--- config.mk ---
export PLATFORM = sky130hd
export DESIGN_NAME = ad_envelope_gen
export DESIGN_NICKNAME = d
export VERILOG_FILES = /design/src/rtl/ad_envelope_gen.sv
export SDC_FILE = /design/constraint.sdc
export NUM_CORES = 1
export LEC_CHECK = 0
export BUFFER_PORTS_ARGS = -buffer_cell sky130_fd_sc_hd__buf_4
export CORE_UTILIZATION = 60
export CTS_CLUSTER_SIZE = 40
export DETAILED_ROUTE_END_ITERATION = 7
export GPL_ROUTABILITY_DRIVEN = 0
export GPL_TIMING_DRIVEN = 0
export PLACE_DENSITY = 0.84
export SETUP_SLACK_MARGIN = 0.3
export SLEW_MARGIN = 20
export SYNTH_ARGS = -nofsm -noshare
export SYNTH_HDL_FRONTEND = slang
export SYNTH_SLANG_ARGS = --single-unit
--- constraint.sdc ---
create_clock -name clk -period 4.67 [get_ports clk]
set_input_delay 0 -clock clk [delete_from_list [all_inputs] [get_ports clk]]
set_output_delay 0 -clock clk [all_outputs]
set_load 0.05 [all_outputs]
--- src/rtl/ad_envelope_gen.sv ---
// ---------------------------------------------------------------------------
// ad_envelope_gen
//
// One-shot Attack/Decay envelope generator for the synth voice path.
// A rising edge on note_pressed starts a linear ramp from the current level
// up to the peak P = {amplitude, 1'b0}, followed by a linear ramp down to 0.
// Note release is ignored. Time advances only on sample_tick.
//
// Ports
//   clk           in   1        system clock, rising edge
//   rst           in   1        asynchronous reset, active low
//   sample_tick   in   1        1-clk sample strobe from the clock divider
//   attack_time   in   TIME_W   sample ticks per +1 step (0 = jump to peak)
//   decay_time    in   TIME_W   sample ticks per -1 step (0 = jump to 0)
//   amplitude     in   AMP_W    peak level, P = {amplitude, 1'b0}
//   note_pressed  in   1        note gate, synchronous to clk
//   envelope      out  ENV_W    current envelope level, registered
//
// ENV_W is expected to equal AMP_W + 1 so that the peak fits exactly.
// ---------------------------------------------------------------------------
`timescale 1ns / 1ps

module ad_envelope_gen #(
    parameter int TIME_W = 16,
    parameter int AMP_W  = 7,
    parameter int ENV_W  = 8
) (
    input  logic              clk,
    input  logic              rst,
    input  logic              sample_tick,
    input  logic [TIME_W-1:0] attack_time,
    input  logic [TIME_W-1:0] decay_time,
    input  logic [AMP_W-1:0]  amplitude,
    input  logic              note_pressed,
    output logic [ENV_W-1:0]  envelope
);

    typedef enum logic [1:0] {
        ST_IDLE   = 2'd0,
        ST_ATTACK = 2'd1,
        ST_DECAY  = 2'd2
    } state_t;

    state_t              state;
    logic                note_prev;   // note_pressed from the previous clk
    logic                armed;       // note has been seen low since reset
    logic [ENV_W-1:0]    peak;        // latched P
    logic [TIME_W-1:0]   atk_time;    // latched A
    logic [TIME_W-1:0]   dec_time;    // latched D
    logic [TIME_W-1:0]   cnt;         // ticks since the last level step

    logic                trigger;
    logic [ENV_W-1:0]    peak_next;
    logic [TIME_W:0]     cnt_inc;     // one bit wider so cnt+1 cannot wrap
    logic                atk_step;
    logic                dec_step;
    logic [ENV_W-1:0]    env_inc;
    logic [ENV_W-1:0]    env_dec;

    // A note held high through reset must not start a ramp when reset is
    // released: the edge detector only fires once the gate has been low at
    // least once since reset.
    assign trigger   = note_pressed & ~note_prev & armed;
    assign peak_next = {amplitude, 1'b0};
    assign cnt_inc   = {1'b0, cnt} + (TIME_W+1)'(1);
    assign atk_step  = (atk_time == '0) || (cnt_inc >= {1'b0, atk_time});
    assign dec_step  = (dec_time == '0) || (cnt_inc >= {1'b0, dec_time});
    assign env_inc   = envelope + ENV_W'(1);
    assign env_dec   = envelope - ENV_W'(1);

    // NOTE: every register here is state, so all assignments are
    // non-blocking; blocking writes would let later statements see
    // half-updated values and create simulation/synthesis mismatches.
    always_ff @(posedge clk or negedge rst) begin
        if (!rst) begin
            state     <= ST_IDLE;
            envelope  <= '0;
            cnt       <= '0;
            note_prev <= 1'b0;
            armed     <= 1'b0;
            peak      <= '0;
            atk_time  <= '0;
            dec_time  <= '0;
        end else begin
            note_prev <= note_pressed;
            if (!note_pressed) begin
                armed <= 1'b1;
            end

            if (trigger) begin
                // Retrigger restarts from the current level; a tick landing
                // in this same cycle is deliberately dropped.
                peak     <= peak_next;
                atk_time <= attack_time;
                dec_time <= decay_time;
                cnt      <= '0;
                if ((peak_next == '0) && (envelope == '0)) begin
                    state <= ST_IDLE;
                end else if (envelope < peak_next) begin
                    state <= ST_ATTACK;
                end else begin
                    state <= ST_DECAY;
                end
            end else if (sample_tick) begin
                case (state)
                    ST_IDLE: begin
                        envelope <= '0;
                        cnt      <= '0;
                    end

                    ST_ATTACK: begin
                        if (atk_time == '0) begin
                            envelope <= peak;
                            cnt      <= '0;
                            state    <= ST_DECAY;
                        end else if (envelope >= peak) begin
                            // Cannot be entered with envelope >= peak; kept so
                            // the level can never overshoot the latched peak.
                            envelope <= peak;
                            cnt      <= '0;
                            state    <= ST_DECAY;
                        end else if (atk_step) begin
                            envelope <= env_inc;
                            cnt      <= '0;
                            if (env_inc == peak) begin
                                state <= ST_DECAY;
                            end
                        end else begin
                            cnt <= cnt_inc[TIME_W-1:0];
                        end
                    end

                    ST_DECAY: begin
                        if ((dec_time == '0) || (envelope == '0)) begin
                            envelope <= '0;
                            cnt      <= '0;
                            state    <= ST_IDLE;
                        end else if (dec_step) begin
                            envelope <= env_dec;
                            cnt      <= '0;
                            if (env_dec == '0) begin
                                state <= ST_IDLE;
                            end
                        end else begin
                            cnt <= cnt_inc[TIME_W-1:0];
                        end
                    end

                    default: begin
                        envelope <= '0;
                        cnt      <= '0;
                        state    <= ST_IDLE;
                    end
                endcase
            end
        end
    end

endmodule

==> metrics.csv <==
stage,metric,value,unit
global_routing,antenna_found_initial,0,
sta,drv_slew,0,
synth,yosys.area.top_type_share,35.62,%
die,die_area,8203,um2
setup_path,path_cells,ha_1 > nand3_1 > nor2_1 > xor2_1 > ha_1 > nand4_1 > nor3_1 > a2111oi_0 > o2111a_1 > a2bb2o_4 > buf_6 > clkbuf_1 > nand3b_1 > mux2i_1,
clocking,clockRootBuffer,clkbuf_8,
placement,dp_hpwl,9255,um
final_layout,antenna_cells,0,
setup_path,crit_arrival,4.25,ns
setup_path,endpoint_kind,flip-flop,
drt,vias,4693,
setup_path,crit_path_start_kind,flip-flop,
clocking,post_cts.repair.setup_buffers,0,
global_routing,grt_max_degree,68,
worst_hold_path,hold_class,in2reg,
synth,synth_nets,632,
sta,worstMarginPinSlew,0.8688,ns
synth,synth_top_cell_by_area,dfrtp_1,
pwr,leakage,2.822,nW
global_routing,grt_pass1_vias,4624,
setup_path,path_max_fanout,10,
synth,synth_cell_types,59,
clocking,h-tree-depth,3,
drt,wire_per_inst,18.93,um
clocking,numClockSinks,67,
global_routing,grt_pass1_wl,22480,um
synth,yosysWarningCount,0,
clocking,ctsResizeCount,0,
synth,yosys-top-cells-area,"dfrtp_1 36%, ha_1 14%, nand2_1 5.8%",
pwr,ir_worst_vdd,0.0002403,V
synth,postSynth.asyncResetShare,100.0,%
sta,slew_headroom,42.08,%
final_layout,fillers,448,
pwr,power_density,460.0,nW/um2
drt,drt_iter0_markers,446,
sta,hold_viol,0,
sta,setup_viol,0,
clocking,numCtsBuffers,9,
job,max_cap_violations,0,
setup_path,slowest_stage,a2111oi_0,
synth,synth_common_cells,"73 x nand2_1, 67 x dfrtp_1, 53 x ha_1, 52 x inv_1, 46 x o21ai_0",
clocking,tritoncts,yes,
status,status,"finished, final reports clean",
sta,hold_ws,0.1309,ns
die,pin_count,51,
global_routing,grt_usage,35.37,%
clocking,cts.reportedPaths.clkPinSlew,0.08,ns
sta,period_share,85.17,%
final_layout,nets,734,
setup_path,path_common_cell,ha_1,
die,die_h,90.57,um
synth,synth.most_common_cell,nand2_1,
die,start_util,63.54,%
synth,seq_area_frac_synth,35.62,%
clocking,cts_hold_buf,41,
die,num_rows,31,
drt,firstDrtPassIters,5,
final_layout,stdcell_area,5843,um2
pwr,power,2.688,mW
synth,syn_area,4707,um2
synth,synth_edf_count,0,
synth,syn-mean-instance-area,8.782,um2
setup_path,path_class,reg2reg,
sta,fin_skew,0.01283,ns
global_routing,grt-ovfl-total,0,
sta,rsz0062_at_grt,false,
sta,fmax,0.2514,GHz
final_layout,layout-drive-gt1-share,12.44,%
drt,route.detailed.drc,0,
clocking,insertion_delay,0.36,ns
drt,viasPerCell,6.325,
die,core,7408,um2
sta,final.min_clock_period,3.977,ns
sta,tns,0,ns
placement,placed_area,5206,um2
setup_path,max_stage_delay,0.57,ns
drt,drt-total-wl,14050,um
synth,syn_inst,536,
synth,ys_seq_elements,67,
drt,ant_nets,0,
final_layout,areaGrowthSynthToFinish,24.14,%
placement,io_buffers,50,
die,die_width,90.57,um
synth,synthFlopType,dfrtp_1,
clocking,clock_path_buffers,2,
setup_path,required,4.94,ns
-- layout by cell type, fill, tap and decap left out, drive strengths merged, types with 21 or more instances in the layout --
| cell type | netlist | layout |
|---|---|---|
| buf | 7 | 57 |
| clkbuf | 17 | 27 |
| dfrtp | 67 | 67 |
| dlygate4sd3 | 0 | 41 |
| ha | 53 | 53 |
| inv | 52 | 52 |
| nand2 | 73 | 73 |
| nand3 | 21 | 21 |
| nor2 | 22 | 22 |
| o21ai | 50 | 50 |
-- routing by layer --
metal  wire length, um  track usage [%]
met5                 0                0
met4               510            15.05
met3              1195            8.165
met2              6545            58.40
met1              5795            44.39
-- per-stage QoR --
step | utilization [%] | cells | worst slack (ns)
2_1_floorplan | - | 536 | 1.416
5_1_grt | 78.87 | 742 | 0.5112
3_5_place_dp | 70.28 | 685 | 0.8145
6_report | 78.87 | 742 | 0.6925
4_1_cts | 78.87 | 742 | 0.7668
3_3_place_gp | 70.28 | 685 | 0.8762
-- final cells by class --
| type | count | area [um2] | share of cell area (%) |
|---|---|---|---|
| buffer | 24 | 106.4 | 1.820 |
| clock buffer | 10 | 137.6 | 2.355 |
| clock inverter | 6 | 88.84 | 1.520 |
| inverter | 52 | 195.2 | 3.340 |
| multi-input combinational | 393 | 2729 | 46.70 |
| sequential | 67 | 1677 | 28.69 |
| tap | 99 | 123.9 | 2.120 |
| timing repair buffer | 91 | 785.8 | 13.45 |
-- state kept, by name, summed over array words and instances, names as in the netlist --
signal     flops
note_prev      1
dec_time      16
armed          1
state          2
cnt           16
peak           7
envelope       8
atk_time      16
-- report_power, final --
part	switching, mW	internal (mW)
clock	0.247	0.315
combinational	0.808	0.547
sequential	0.106	0.665
total	1.16	1.53
-- logic make-up after synthesis --
group                      share of synthesized area (%)
and+or+nand+nor                                    19.80
buffers and inverters                              6.406
adders and majority gates                          14.09
AOI/OAI and AO/OA                                  16.93
DFF                                                35.62
muxes                                              1.356
xor gates and xnor gates                           5.795
-- final timing paths --
kind                       slack (ns)  cells after the start         from     endpoint
setup / recovery                 0.69                     14       cnt[0]       cnt[6]
hold / removal                   0.13                      3  sample_tick       cnt[7]
setup reg to reg                 0.69                     14       cnt[0]       cnt[6]
min in group asynchronous        0.29                      2          rst  atk_time[3]
hold reg to reg                  0.50                      1        armed        armed
max in group asynchronous        3.78                      2          rst     state[0]
-- worst max-delay path: cells and delay by family, from the launching register on --
kind,cells,cell delay (ns)
xor gates and xnor gates,1,0.37
buffers and inverters,2,0.49
adders and majority gates,2,0.65
and+or+nand+nor,5,0.70
AOI/OAI and AO/OA,3,1.05
DFF,1,0.49
muxes,1,0.13
No activity file was read; power rests on OpenSTA's default activity.
